`src/rtl/upcounter_sequencer.sv`:
```
// upcounter_sequencer: run/pause/one-shot controller issuing clear/step/direction strobes to an external LED counter.
// Define COUNTER_STEP_EN to add the `step` input for single-stepping while paused.
module upcounter_sequencer #(
  parameter int COUNT_WIDTH = 12,
  parameter int COUNT       = 999,
  parameter int LED_WIDTH   = 8
) (
  input  logic                 clk,
  input  logic                 rst,
  input  logic                 start,
  input  logic                 stop,
`ifdef COUNTER_STEP_EN
  input  logic                 step,
`endif
  input  logic                 dir_sel,
  input  logic                 oneshot,
  input  logic [LED_WIDTH-1:0] limit,
  input  logic [LED_WIDTH-1:0] cnt_val,
  output logic                 cnt_clr,
  output logic                 cnt_en,
  output logic                 cnt_up,
  output logic                 busy,
  output logic                 done,
  output logic [1:0]           state
);
  typedef enum logic [1:0] {IDLE = 2'b00, RUN = 2'b01, PAUSE = 2'b10, DONE = 2'b11} st_t;
  st_t                   st;
  logic [COUNT_WIDTH-1:0] pres;
  logic                   oneshot_q;
  logic [LED_WIDTH-1:0]   limit_q;
  logic                   tick;
  logic                   stp;
`ifdef COUNTER_STEP_EN
  assign stp = step;
`else
  assign stp = 1'b0;
`endif
  assign tick  = (st == RUN) && (pres == COUNT_WIDTH'(COUNT));
  assign state = st;
  always_ff @(posedge clk or negedge rst) begin
    if (!rst) begin
      st        <= IDLE;
      pres      <= '0;
      oneshot_q <= 1'b0;
      limit_q   <= '0;
      cnt_clr   <= 1'b0;
      cnt_en    <= 1'b0;
      cnt_up    <= 1'b0;
      busy      <= 1'b0;
      done      <= 1'b0;
    end else begin
      cnt_clr <= 1'b0;
      cnt_en  <= 1'b0;
      case (st)
        IDLE, DONE: begin
          if (stop && st == DONE) begin
            st   <= IDLE;
            done <= 1'b0;
          end else if (start && !stop) begin
            st        <= RUN;
            pres      <= '0;
            cnt_up    <= dir_sel;
            oneshot_q <= oneshot;
            limit_q   <= limit;
            cnt_clr   <= 1'b1;
            busy      <= 1'b1;
            done      <= 1'b0;
          end
        end
        RUN: begin
          pres <= tick ? '0 : pres + 1'b1;
          if (stop) begin
            st   <= PAUSE;
            pres <= '0;
          end else if (tick && oneshot_q && cnt_val == limit_q) begin
            st   <= DONE;
            busy <= 1'b0;
            done <= 1'b1;
          end else if (tick) begin
            cnt_en <= 1'b1;
          end
        end
        PAUSE: begin
          // prescaler is already 0 here, so resuming gives a full step period
          if (stop) begin
            st   <= IDLE;
            busy <= 1'b0;
          end else if (start) begin
            st <= RUN;
          end else if (stp) begin
            cnt_en <= 1'b1;
          end
        end
        default: st <= IDLE;
      endcase
    end
  end
endmodule

```
`config.mk`:
```
export PLATFORM = sky130hd
export DESIGN_NAME = upcounter_sequencer
export DESIGN_NICKNAME = d
export VERILOG_FILES = /design/src/rtl/upcounter_sequencer.sv
export SDC_FILE = /design/constraint.sdc
export NUM_CORES = 1
export LEC_CHECK = 0
export CORE_UTILIZATION = 67
export CTS_BUF_LIST = sky130_fd_sc_hd__clkbuf_4 sky130_fd_sc_hd__clkbuf_8
export CTS_CLUSTER_DIAMETER = 80
export DETAILED_ROUTE_END_ITERATION = 10
export DONT_BUFFER_PORTS = 1
export GPL_TIMING_DRIVEN = 0
export PLACE_DENSITY = 0.86
export SYNTH_ARGS = -nofsm -noshare
export SYNTH_HDL_FRONTEND = slang
export SYNTH_SLANG_ARGS = --single-unit
```
`constraint.sdc`:
```
create_clock -name clk -period 3.7 [get_ports clk]
set_input_delay 0.74 -clock clk [delete_from_list [all_inputs] [get_ports clk]]
set_output_delay 0.74 -clock clk [all_outputs]
set_load 0.02 [all_outputs]
```
==> results of run 1 <==
[where the power goes]
group	switching [uW]	total (uW)	internal [uW]
clock network	91.3	152	60.3
logic	243	396	152
registers	93.3	473	380
[cell type report]
class / count / area [um2] / area share
tap: 28 / 35.03 / 0.02166
buffer: 4 / 23.77 / 0.01469
multi-input combinational: 126 / 798.3 / 0.4934
clock buffer: 4 / 36.28 / 0.02243
inverter: 6 / 23.77 / 0.01469
sequential: 28 / 700.7 / 0.4331
[per-layer routing]
layer  track usage  share of wire  wire [um]
met1        0.3192           0.43       1300
met2        0.4956           0.51       1547
met3       0.04321          0.037        112
met4        0.1381          0.019         56
met5             0              0          0
[registers in the layout, summed over array words and instances (netlist names)]
name	flops
cnt_en	1
oneshot_q	1
done	1
state	2
limit_q	8
cnt_up	1
cnt_clr	1
busy	1
pres	12
[cell families after synthesis]
kind of cell	Yosys count	synth area share
XOR/XNOR	13	0.07363
flip-flops	28	0.4531
buffers and inverters	10	0.03074
AND/OR/NAND/NOR	78	0.2581
multiplexers	3	0.02103
adder cells (fa/ha/maj)	4	0.03236
AO/OA/AOI/OAI	28	0.1311
[stage by stage]
step / setup slack [ns] / hold WS [ns] / area, um2
after floorplan: 1.672 / 0.4444 / 1546
after global placement: 1.573 / 0.4449 / 1582
after detailed placement: 1.530 / 0.4449 / 1582
after CTS: 1.506 / 0.07049 / 1618
after global routing: 1.294 / 0.05898 / 1618
final: 1.509 / 0.07137 / 1618
[final timing paths]
check,cells after the start,start,to,slack (ns)
worst max register to register,7,state[0],pres[11],1.51
max in group asynchronous,0,rst,pres[4],3.54
worst max-delay path,7,state[0],pres[11],1.51
worst min register to register,2,limit_q[6],limit_q[6],0.53
min in group clk,2,limit[4],limit_q[4],0.50
worst min-delay path,0,rst,state[1],0.07
[synthesized netlist by cell type (all sizes together)]
cell	count
nand2	38
dfrtp	28
nor2	13
xor2	10
o21ai	8
a21oi	6
inv	5
ha	4
nand2b	4
nand4	4
o31ai	4
o2111ai	3
or4	3
xnor2	3
a211oi	2
a31oi	2
buf	2
clkbuf	2
mux2	2
nand3b	2
nor2b	2
nor3	2
nor4bb	2
or3	2
a221oi	1
a2bb2oi	1
and3	1
and4bb	1
clkinv	1
mux2i	1
nand3	1
nor4	1
nor4b	1
o21bai	1
or2	1
==> impl_metrics.py, run 1 <==
metrics = {
    "outcome": {
        "status": "finished clean",
    },
    "grt": {
        "grt_pass1_wl_mm": 5.126,
        "antenna_found_initial": 0,
        "overflow": 0,
        "grt_max_degree": 29,
        "grt_usage": 0.2788,
        "grt_pass1_vias": 1210,
    },
    "synthesis": {
        "ys_top_cells_by_area": "dfrtp_1, nand2_1, xor2_1, ha_1, nor2_1",
        "avgSynthCellArea_um2": 9.430,
        "synth_area_um2": 1546,
        "yosys.area.top_type": "dfrtp_1",
        "synth-seq-cells": 28,
        "syn_nets": 190,
        "synth_top_area_share": 0.4531,
        "synth.distinct_cells": 39,
        "yosysWarningCount": 0,
        "netlist_instances": 164,
        "seq_area_frac_synth": 0.4531,
    },
    "worst_setup_path": {
        "criticalPathCategory": "reg -> reg",
        "crit_family": "simple AND/OR/NAND/NOR gates",
        "endpoint_kind": "flip-flop",
        "crit_arrival_ns": 2.46,
        "crit_fanout": 10,
        "critPathLaunchType": "flip-flop",
        "crit_chain": "inv_1 > ha_1 > buf_2 > nor2b_4 > o2111ai_4 > or4_1 > a21oi_1",
        "path_buf_inv": 2,
        "crit_required_ns": 3.97,
        "slowest_stage": "dfrtp_1",
        "slowest_delay_ns": 0.55,
    },
    "placed_design": {
        "routabilityCongestion": 0.8375,
        "dp_hpwl_mm": 2.310,
        "dp.cells": 192,
        "port_buffers": 0,
    },
    "power": {
        "ir_worst_vdd_mv": 0.6097,
        "p_leak_uw": 0.0007399,
        "pwr_density_cell_nw_per_um2": 630.8,
        "power_uw": 1021,
    },
    "sta": {
        "tns_ns": 0,
        "finalCriticalPeriod_ns": 2.191,
        "rsz0062_at_grt": "no",
        "finalCritPeriodShare": 0.5921,
        "slew_headroom": 0.6465,
        "clock.fmax_mhz": 456.5,
        "fin_skew_ns": 0.005738,
        "slew_viol_final": 0,
        "setup_viol": 0,
        "worst_pin_slew_ns": 0.5254,
        "finalHoldViolCount": 0,
    },
    "routing": {
        "vias": 1183,
        "via_per_inst": 6.036,
        "drt_iter0_markers": 19,
        "wire_per_inst_um": 15.39,
        "drtPass1Iterations": 4,
        "postRouteAntennaNets": 0,
        "drt_wl_total_mm": 3.017,
        "drc_errors": 0,
    },
    "die": {
        "io_pins": 29,
        "core_um2": 2191,
        "num_rows": 17,
        "die_w_um": 50.05,
        "start_util": 0.7059,
        "dieHeight_um": 50.05,
        "dieArea_um2": 2505,
    },
    "layout": {
        "final_core_util": 0.7384,
        "antennaDiodeCount": 0,
        "num-fill-cells": 163,
        "syn2layout_area_growth_pct": 4.612,
        "final_common_cell": "nand2_1",
        "final_nets": 195,
        "drive_gt1_frac": 0.08333,
        "final_cell_mix": "nand2_1, dfrtp_1, nor2_1",
        "post_layout_nonfiller_instances": 196,
    },
    "cts": {
        "cts_resized": 0,
        "cts.clk_slew.worst_paths_ns": 0.15,
        "worstSkewPairLatency_ns": 0.33,
        "ctsHoldBuffers": 0,
        "clkSinkCount": 28,
        "cts_buffers": 3,
        "cts.path.max_buffers": 2,
        "root_buffer": "clkbuf_4",
        "cts_tree": "built",
        "post-cts-setup-buffers": 0,
        "htreeDepth": 1,
    },
    "flow_run": {
        "max_cap_violations": 0,
    },
    "min_path": {
        "hold_path_class": "in -> async",
    },
}
Power figures use the tool's default switching activity.
==> run 2, diff against run 1 <==
--- a/config.mk
+++ b/config.mk
@@ -5,13 +5,13 @@
 export SDC_FILE = /design/constraint.sdc
 export NUM_CORES = 1
 export LEC_CHECK = 0
-export CORE_UTILIZATION = 67
+export CORE_UTILIZATION = 59
 export CTS_BUF_LIST = sky130_fd_sc_hd__clkbuf_4 sky130_fd_sc_hd__clkbuf_8
 export CTS_CLUSTER_DIAMETER = 80
 export DETAILED_ROUTE_END_ITERATION = 10
 export DONT_BUFFER_PORTS = 1
 export GPL_TIMING_DRIVEN = 0
-export PLACE_DENSITY = 0.86
+export PLACE_DENSITY = 0.81
 export SYNTH_ARGS = -nofsm -noshare
 export SYNTH_HDL_FRONTEND = slang
 export SYNTH_SLANG_ARGS = --single-unit
==> constraint.sdc (replaced) <==
create_clock -name clk -period 1.9 [get_ports clk]
set_input_delay 0.38 -clock clk [delete_from_list [all_inputs] [get_ports clk]]
set_output_delay 0.38 -clock clk [all_outputs]
set_load 0.02 [all_outputs]
==> impl_metrics.py, run 2 (synthesized netlist as in run 1, its figures left out) <==
metrics = {
    "sta": {
        "clock.fmax_mhz": 504.5,
        "rsz0062_at_grt": "yes",
        "worst_pin_slew_ns": 0.5017,
        "setup_ws_ns": -0.08208,
        "finalHoldViolCount": 0,
        "tns_ns": -0.2636,
        "finalCritPeriodShare": 1.043,
        "setup_viol": 9,
        "finalCriticalPeriod_ns": 1.982,
        "slew_viol_final": 0,
        "fin_skew_ns": 0.005423,
        "slew_headroom": 0.6629,
    },
    "die": {
        "die_w_um": 53.20,
        "num_rows": 18,
        "core_um2": 2477,
        "io_pins": 29,
        "dieHeight_um": 53.20,
        "dieArea_um2": 2830,
        "start_util": 0.6242,
    },
    "placed_design": {
        "port_buffers": 0,
        "dp_hpwl_mm": 2.285,
        "placed_area_um2": 1603,
        "routabilityCongestion": 0.8371,
    },
    "grt": {
        "grt_usage": 0.2601,
        "antenna_found_initial": 0,
        "grt_pass1_wl_mm": 5.319,
        "grt_pass1_vias": 1230,
        "grt_max_degree": 29,
        "overflow": 0,
    },
    "cts": {
        "worstSkewPairLatency_ns": 0.34,
        "cts_tree": "built",
        "clkSinkCount": 28,
        "cts.path.max_buffers": 2,
        "cts.clk_slew.worst_paths_ns": 0.15,
        "htreeDepth": 1,
        "root_buffer": "clkbuf_4",
        "cts_buffers": 3,
    },
    "worst_setup_path": {
        "critPathLaunchType": "flip-flop",
        "crit_fanout": 6,
        "endpoint_kind": "flip-flop",
        "crit_required_ns": 2.19,
        "crit_arrival_ns": 2.27,
        "criticalPathCategory": "reg -> reg",
    },
    "layout": {
        "seq_area_um2": 703.2,
        "final_cell_area_um2": 1916,
        "antennaDiodeCount": 0,
        "final_nets": 213,
        "drive_gt1_frac": 0.2581,
        "num-fill-cells": 155,
        "final_cell_mix": "nand2_1, dfrtp_1, buf_4",
        "largest_reg_flops": 12,
        "largest-register": "pres",
        "multiInputGateArea_um2": 925.9,
        "final_common_cell": "nand2_1",
        "syn2layout_area_growth_pct": 23.87,
    },
    "power": {
        "pwr_density_cell_nw_per_um2": 1304,
        "ir_worst_vdd_mv": 1.064,
        "p_leak_uw": 0.0008578,
    },
    "routing": {
        "drt_iter0_markers": 44,
        "wire_per_inst_um": 17.49,
        "drt_wl_total_mm": 3.777,
        "drc_errors": 0,
        "drtPass1Iterations": 5,
        "postRouteAntennaNets": 0,
        "vias": 1326,
        "via_per_inst": 6.139,
    },
    "flow_run": {
        "max_cap_violations": 0,
    },
    "outcome": {
        "violations": "setup timing",
        "status": "complete, but fails checks",
    },
    "min_path": {
        "hold_path_class": "in -> reg",
    },
}
[run 2: per-layer routing]
metal | part of all wire | track usage | vias to the layer above
met1 | 0.41 | 0.3395 | 636
met2 | 0.51 | 0.4430 | 65
met4 | 0.024 | 0.05263 | 0
li1 | - | - | 617
met5 | 0 | 0 | -
met3 | 0.058 | 0.05460 | 8
[run 2: critical path, cell delays in order, from the launching register on]
cell and delay, ns:
dfrtp_2 0.51, inv_2 0.08, ha_4 0.26, buf_6 0.13, nor2b_4 0.18, nor2_4 0.07, buf_12 0.13, or4_1 0.45
nand2_1 0.11
[run 2: what timing repair did]
action                                  4_1_cts  5_1_grt
endpoints found under the hold margin        28        0
gates cloned                                  0        1
hold buffers                                  2        0
endpoints found under the setup margin       10       13
pin swaps                                     4       10
gates resized for setup                       9       16
setup buffers                                 6        9
[run 2: through the flow]
step | util | cells | hold slack, ns | total power, uW | setup WS [ns]
2_1_floorplan | - | 164 | 0.08441 | 1570 | 0.01902
6_report | 0.7732 | 216 | 0.1334 | 2497 | -0.08208
3_5_place_dp | 0.6470 | 194 | 0.08500 | 1742 | -0.1844
3_3_place_gp | 0.6470 | 194 | 0.08511 | 1690 | -0.1573
5_1_grt | 0.7732 | 216 | 0.1269 | 2641 | -0.1843
4_1_cts | 0.7045 | 206 | 0.1455 | 2197 | -0.04412
[run 2: cell type report]
| type | instances | area share |
|---|---|---|
| multi-input combinational | 127 | 0.4833 |
| clock buffer | 4 | 0.01894 |
| buffer | 4 | 0.01568 |
| sequential | 28 | 0.3671 |
| timing repair buffer | 17 | 0.08099 |
| tap | 30 | 0.01960 |
| inverter | 6 | 0.01437 |
[run 2: where the power goes]
group / internal (uW) / switching [uW] / leakage, uW / total (uW)
Combinational: 593 / 676 / 0.000468 / 1270
Clock: 118 / 180 / 0.0000210 / 297
Sequential: 744 / 187 / 0.000369 / 931
[run 2: worst paths after layout]
kind	start	end	slack, ns	cells past startpoint
worst max register to register	state[0]	pres[0]	-0.08	8
max in group asynchronous	rst	state[1]	1.28	2
min in group asynchronous	rst	pres[4]	0.45	2
worst max-delay path	state[0]	pres[0]	-0.08	8
worst min register to register	oneshot_q	oneshot_q	0.50	2
worst min-delay path	limit[5]	limit_q[5]	0.13	2
==> run 3, diff against run 2 <==
--- a/config.mk
+++ b/config.mk
@@ -8,6 +8,7 @@
 export CORE_UTILIZATION = 59
 export CTS_BUF_LIST = sky130_fd_sc_hd__clkbuf_4 sky130_fd_sc_hd__clkbuf_8
 export CTS_CLUSTER_DIAMETER = 80
+export CTS_CLUSTER_SIZE = 16
 export DETAILED_ROUTE_END_ITERATION = 10
 export DONT_BUFFER_PORTS = 1
 export GPL_TIMING_DRIVEN = 0
==> results of run 3 <==
Same layout as run 2: the final DEF is identical, and so are final timing and power.
